**src/rtl/rc5_sched_pkg.sv**
```systemverilog
// Shared types and defaults for the RC5 core scheduler.
// Timer width is derived from the abort limit.
package rc5_sched_pkg;

  typedef enum logic [1:0] {
    IDLE,
    LAUNCH,
    RUN,
    RESP
  } state_t;

  localparam int CORE_LAT_D = 11;
  localparam int TIMEOUT_D  = 16;

  function automatic int tmr_w(input int t);
    return $clog2(t) + 1;
  endfunction

  localparam int TMR_W = tmr_w(TIMEOUT_D);

endpackage

```
**src/rtl/rc5_rr_arb2.sv**
```systemverilog
// Two-way round-robin grant; last = 1 means
// requester 1 was served last, so 0 wins a tie.
module rc5_rr_arb2 (
  input  logic v0,
  input  logic v1,
  input  logic last,
  output logic g0,
  output logic g1
);

  assign g0 = v0 & (~v1 | last);
  assign g1 = v1 & (~v0 | ~last);

endmodule

```
**src/rtl/rc5_core_sched.sv**
```systemverilog
// Shares one RC5 datapath core between two requesters:
// round-robin accept, launch, wait with abort, respond.
module rc5_core_sched
  import rc5_sched_pkg::*;
#(
  parameter int CORE_LAT = CORE_LAT_D,
  parameter int TIMEOUT  = TIMEOUT_D
) (
  input  logic        i_clk,
  input  logic        i_rst,
  input  logic        i_req0_valid,
  output logic        o_req0_ready,
  input  logic        i_req0_flag,
  input  logic [63:0] i_req0_din,
  output logic        o_rsp0_valid,
  input  logic        i_rsp0_ready,
  output logic [63:0] o_rsp0_dout,
  input  logic        i_req1_valid,
  output logic        o_req1_ready,
  input  logic        i_req1_flag,
  input  logic [63:0] i_req1_din,
  output logic        o_rsp1_valid,
  input  logic        i_rsp1_ready,
  output logic [63:0] o_rsp1_dout,
  output logic        o_core_flag,
  output logic [63:0] o_core_din,
  output logic        o_core_din_en,
  input  logic [63:0] i_core_dout,
  input  logic        i_core_dout_en,
  input  logic        i_err_clr,
  output logic        o_busy,
  output logic        o_timeout
);

  localparam int TW = tmr_w(TIMEOUT);

  if (TIMEOUT <= CORE_LAT) begin : g_bad_cfg
    $error("TIMEOUT must exceed CORE_LAT");
  end

  state_t        state_q;
  state_t        state_d;
  logic          last_q;
  logic          owner_q;
  logic          flag_q;
  logic          tout_q;
  logic [63:0]   din_q;
  logic [63:0]   res_q;
  logic [TW-1:0] tmr_q;

  logic g0;
  logic g1;
  logic acc;
  logic done;
  logic tmo_hit;
  logic rsp_hs;

  rc5_rr_arb2 u_arb (
    .v0   (i_req0_valid),
    .v1   (i_req1_valid),
    .last (last_q),
    .g0   (g0),
    .g1   (g1)
  );

  assign acc  = (state_q == IDLE) && (g0 | g1);
  assign done = (state_q == RUN) && i_core_dout_en;
  // a result in the final timer cycle still wins
  assign tmo_hit = (state_q == RUN) && !i_core_dout_en
                && (tmr_q == TW'(TIMEOUT - 1));
  assign rsp_hs = (state_q == RESP)
               && (owner_q ? i_rsp1_ready : i_rsp0_ready);

  always_ff @(posedge i_clk) begin
    if (i_rst) state_q <= IDLE;
    else       state_q <= state_d;
  end

  always_comb begin
    state_d = state_q;
    unique case (state_q)
      IDLE:    if (g0 | g1) state_d = LAUNCH;
      LAUNCH:  state_d = RUN;
      RUN: begin
        if (done)         state_d = RESP;
        else if (tmo_hit) state_d = IDLE;
      end
      RESP:    if (rsp_hs) state_d = IDLE;
      default: state_d = IDLE;
    endcase
  end

  always_comb begin
    o_req0_ready  = 1'b0;
    o_req1_ready  = 1'b0;
    o_core_din_en = 1'b0;
    o_rsp0_valid  = 1'b0;
    o_rsp1_valid  = 1'b0;
    unique case (state_q)
      IDLE: begin
        o_req0_ready = g0;
        o_req1_ready = g1;
      end
      LAUNCH: o_core_din_en = 1'b1;
      RESP: begin
        o_rsp0_valid = ~owner_q;
        o_rsp1_valid = owner_q;
      end
      default: ;
    endcase
  end

  always_ff @(posedge i_clk) begin
    if (i_rst) begin
      last_q  <= 1'b1;
      owner_q <= 1'b0;
      flag_q  <= 1'b0;
      din_q   <= '0;
      res_q   <= '0;
      tmr_q   <= '0;
      tout_q  <= 1'b0;
    end else begin
      if (acc) begin
        owner_q <= g1;
        flag_q  <= g1 ? i_req1_flag : i_req0_flag;
        din_q   <= g1 ? i_req1_din : i_req0_din;
      end
      if (state_q == LAUNCH)   tmr_q <= '0;
      else if (state_q == RUN) tmr_q <= tmr_q + TW'(1);
      if (done)   res_q  <= i_core_dout;
      if (rsp_hs) last_q <= owner_q;
      if (tmo_hit)        tout_q <= 1'b1;
      else if (i_err_clr) tout_q <= 1'b0;
    end
  end

  assign o_core_flag = flag_q;
  assign o_core_din  = din_q;
  assign o_rsp0_dout = res_q;
  assign o_rsp1_dout = res_q;
  assign o_busy      = (state_q != IDLE);
  assign o_timeout   = tout_q;

endmodule

```
**config.mk**
```make
export PLATFORM = sky130hd
export DESIGN_NAME = rc5_core_sched
export DESIGN_NICKNAME = d
export VERILOG_FILES = /design/src/rtl/rc5_sched_pkg.sv /design/src/rtl/rc5_rr_arb2.sv /design/src/rtl/rc5_core_sched.sv
export SDC_FILE = /design/constraint.sdc
export NUM_CORES = 1
export LEC_CHECK = 0
export BUFFER_PORTS_ARGS = -buffer_cell sky130_fd_sc_hd__buf_2
export CORE_AREA = 2 2 156 158
export DETAILED_ROUTE_END_ITERATION = 10
export DIE_AREA = 0 0 158 160
export PLACE_DENSITY = 0.64
export SYNTH_ARGS = -nofsm -noshare
export SYNTH_HDL_FRONTEND = slang
export SYNTH_HIERARCHICAL = 1
export SYNTH_SLANG_ARGS = --single-unit
export TNS_END_PERCENT = 1
```
**constraint.sdc**
```tcl
create_clock -name i_clk -period 1.9 [get_ports i_clk]
set_clock_uncertainty 0.1 [all_clocks]
set_input_delay 0.285 -clock i_clk [delete_from_list [all_inputs] [get_ports i_clk]]
set_output_delay 0.285 -clock i_clk [all_outputs]
set_load 0.02 [all_outputs]
```
==> metrics <==
worst-skew pair later-pin latency=410 ps; Crit path arrival time=1390 ps; final worst slack=124 ps; die width=158 um; Syn Inst Count=710; GR Overflow Total=0; Port Buffers=401; area of the multi-input gates=2870 um2; H-tree depth=4; vias in the first global route=6065; reg2reg path depth=6; Clock transition at path regs=60 ps; Routed WL=21600 um; total internal power=6.01 mW; leakage power=4.45 nW; Num CTS Buffers=17; YS warnings=6; max-cap viol count=0; pin count of the biggest net entering global routing=58; Net Switching=3.10 mW; Synth area leaders=dfxtp_1 (43%), a21oi_1 (10%), mux2i_1 (10%); clock buffer depth=2; CP endpoint kind=output port; Fillers=2373; Seq cells post-synth=139; drt pass-1 iters=4; Min-Delay Path Class=input port to register; total power=9.11 mW; core area=23800 um2; vias per std cell=4.45; routed vias=6347; Starting Density=27.0%; R2R Path End=o_core_din[58]$_SDFFE_PP0P_; Seq. cell area=2790 um2; synthesized area=6440 um2; most frequent cells in the layout=buf_2 (400), dfxtp_1 (136), a21oi_1 (135), nand2_1 (130), mux2i_1 (66); GPL Wtd Cong=0.782; Final Non-Filler Cells=1425; Root Driver=clkbuf_16; f_max=0.563 GHz; CTS tree=built; Seq/Total Area, Yosys=43.2%; DRT iter0 DRCs=321; top cell type's share of synthesized area=43.2%; Crit-path slowest cell=dfxtp_2; Least-Margin Pin Slew=443 ps; Fin Setup TNS=0 ps; sw frac=34.1%; Antenna diodes=0; slew margin rel.=70.5%; Combinational Power Share=28.0%; Final #Nets=1292; clock sink count=139; final hold violation count=0; syn_nets=914; FF-to-FF Start=last_q$_SDFFE_PP1P_; RSZ-0062 raised after global routing=false; Hold Path Cell Cnt=3; wire per inst=15.2 um; Fin Hold WS=28.4 ps; Top Ports=402; pwr dens=952 nW/um2; Final Setup Violations=0; Clock Power Share=34.5%; first-pass GRT wire length=31900 um; DIE AREA=25300 um2; critical hold path startpoint=i_core_dout[18]; leading cell type in the layout, fill and taps excluded=buf_2; Final period util=93.5%; placed cell count=1334; mean area per synthesized cell=9.07 um2; asr flop ratio synth=0%; status=completed; critical path class=register to output port; most area-hungry cell type in the Yosys netlist=dfxtp_1; EDFF count, synth=0; initial antenna violation count=0; DRT antenna net count=0; Synth cell types=35; main flop type after synthesis=dfxtp_1; Max Slew Vio Count=0; dpl ws=154 ps; post-route minimum period=1780 ps; CP Launch Type=register; Row Count=57; Layout area overhead=48.7%; VDD IR-drop max=0.515 mV; layout cell share with drive strength beyond 1=47.2%; crit-path cells=and2_1, nor2b_1, buf_2; CP max FO=10; Worst Hold End=o_rsp0_dout[18]$_SDFFE_PP0P_; sequential share of power=37.5%; Post-route DRC=0; R2R setup slack=240 ps; CP peak stage delay=430 ps; required time worst endpoint=1510 ps; All-Layer GR Usage=16.2%; Die H=160 um; Detailed Place HPWL=15200 um
==> metrics by stage <==
| stage | util, % | area, um2 |
|---|---|---|
| 3_5_place_dp | 35.3 | 8420 |
| 6_report | 40.2 | 9580 |
| 2_1_floorplan | - | 6440 |
| 3_3_place_gp | 35.3 | 8420 |
| 4_1_cts | 40.1 | 9550 |
| 5_1_grt | 40.2 | 9580 |
==> cells by family after synthesis <==
family          after synthesis  synth area share (%)
simple gates                154                  9.74
mux                          67                  10.4
buf+inv                     133                  12.6
xor+xnor                      2                 0.272
fa+ha+maj                     2                 0.389
compound gates              213                  23.4
flops                       139                  43.2
==> cell type report <==
class | instances | share of cell area (%)
multi-input combinational | 438 | 29.9
tap | 324 | 4.23
inverter | 8 | 0.314
timing repair buffer | 484 | 30.6
clock inverter | 13 | 1.14
clock buffer | 19 | 4.63
sequential | 139 | 29.1
==> what timing repair did <==
action	in CTS	in global routing
pin swaps	1	1
gates resized for setup	2	1
gates cloned	1	0
setup buffers	1	3
hold endpoints to repair	54	0
hold buffers	54	0
setup endpoints to repair	4	3
==> synthesized netlist by cell type, types with 2 or more instances <==
master and instances:
a211oi_1 15, a211oi_2 50, a21oi_1 135, a31oi_1 2
and2_1 2, and3_1 2, buf_1 2, buf_2 18
buf_4 65, buf_6 6, clkbuf_1 34, dfxtp_1 139
ha_1 2, inv_1 8, mux2i_1 66, nand2_1 130
nand2b_1 2, nand3_1 2, nand3b_1 2, nor2_1 6
nor2b_1 2, o21ai_0 3, o21bai_1 2, or3_1 3
xnor2_1 2
==> worst max path at each step <==
stage	slack [ps]	to	cells after the start	from
after floorplan	240	o_req1_ready	6	last_q$_SDFFE_PP1P_
after global placement	180	o_core_din[3]$_SDFFE_PP0P_	6	i_req1_valid
after detailed placement	150	o_core_din[40]$_SDFFE_PP0P_	6	i_req0_valid
after CTS	-100	o_req1_ready	5	last_q$_SDFFE_PP1P_
after global routing	7	o_rsp0_valid	3	state_q[1]$_SDFFE_PP0P_
final	120	o_rsp0_valid	3	state_q[0]$_SDFFE_PP0P_
==> registers in the layout (all words and copies together) (netlist names) <==
register,count
last_q,1
o_core_din,64
o_core_flag,1
o_rsp0_dout,64
o_timeout,1
owner_q,1
state_q,2
tmr_q,5
==> critical path, delay by kind of cell, from the launching register on <==
kind / cells / cell delay, ps
and+or+nand+nor: 2 / 360
DFF: 1 / 430
buffers and inverters: 1 / 190
==> power by group through the flow <==
stage | logic [mW] | clock network, mW | registers, mW
after floorplan | 1.28 | 0 | 3.80
after global placement | 2.42 | 0 | 3.47
after detailed placement | 2.45 | 0 | 3.47
after CTS | 2.57 | 3.30 | 3.41
after global routing | 2.76 | 3.40 | 3.45
final | 2.55 | 3.15 | 3.41
==> per-layer routing <==
metal	vias up	global-route usage (%)	routed length, um
li1	3160	-	-
met1	2910	18.9	9040
met2	272	29.7	11000
met3	5	3.74	1470
met4	0	3.56	132
met5	-	0	0
Power figures use the tool's default switching activity.
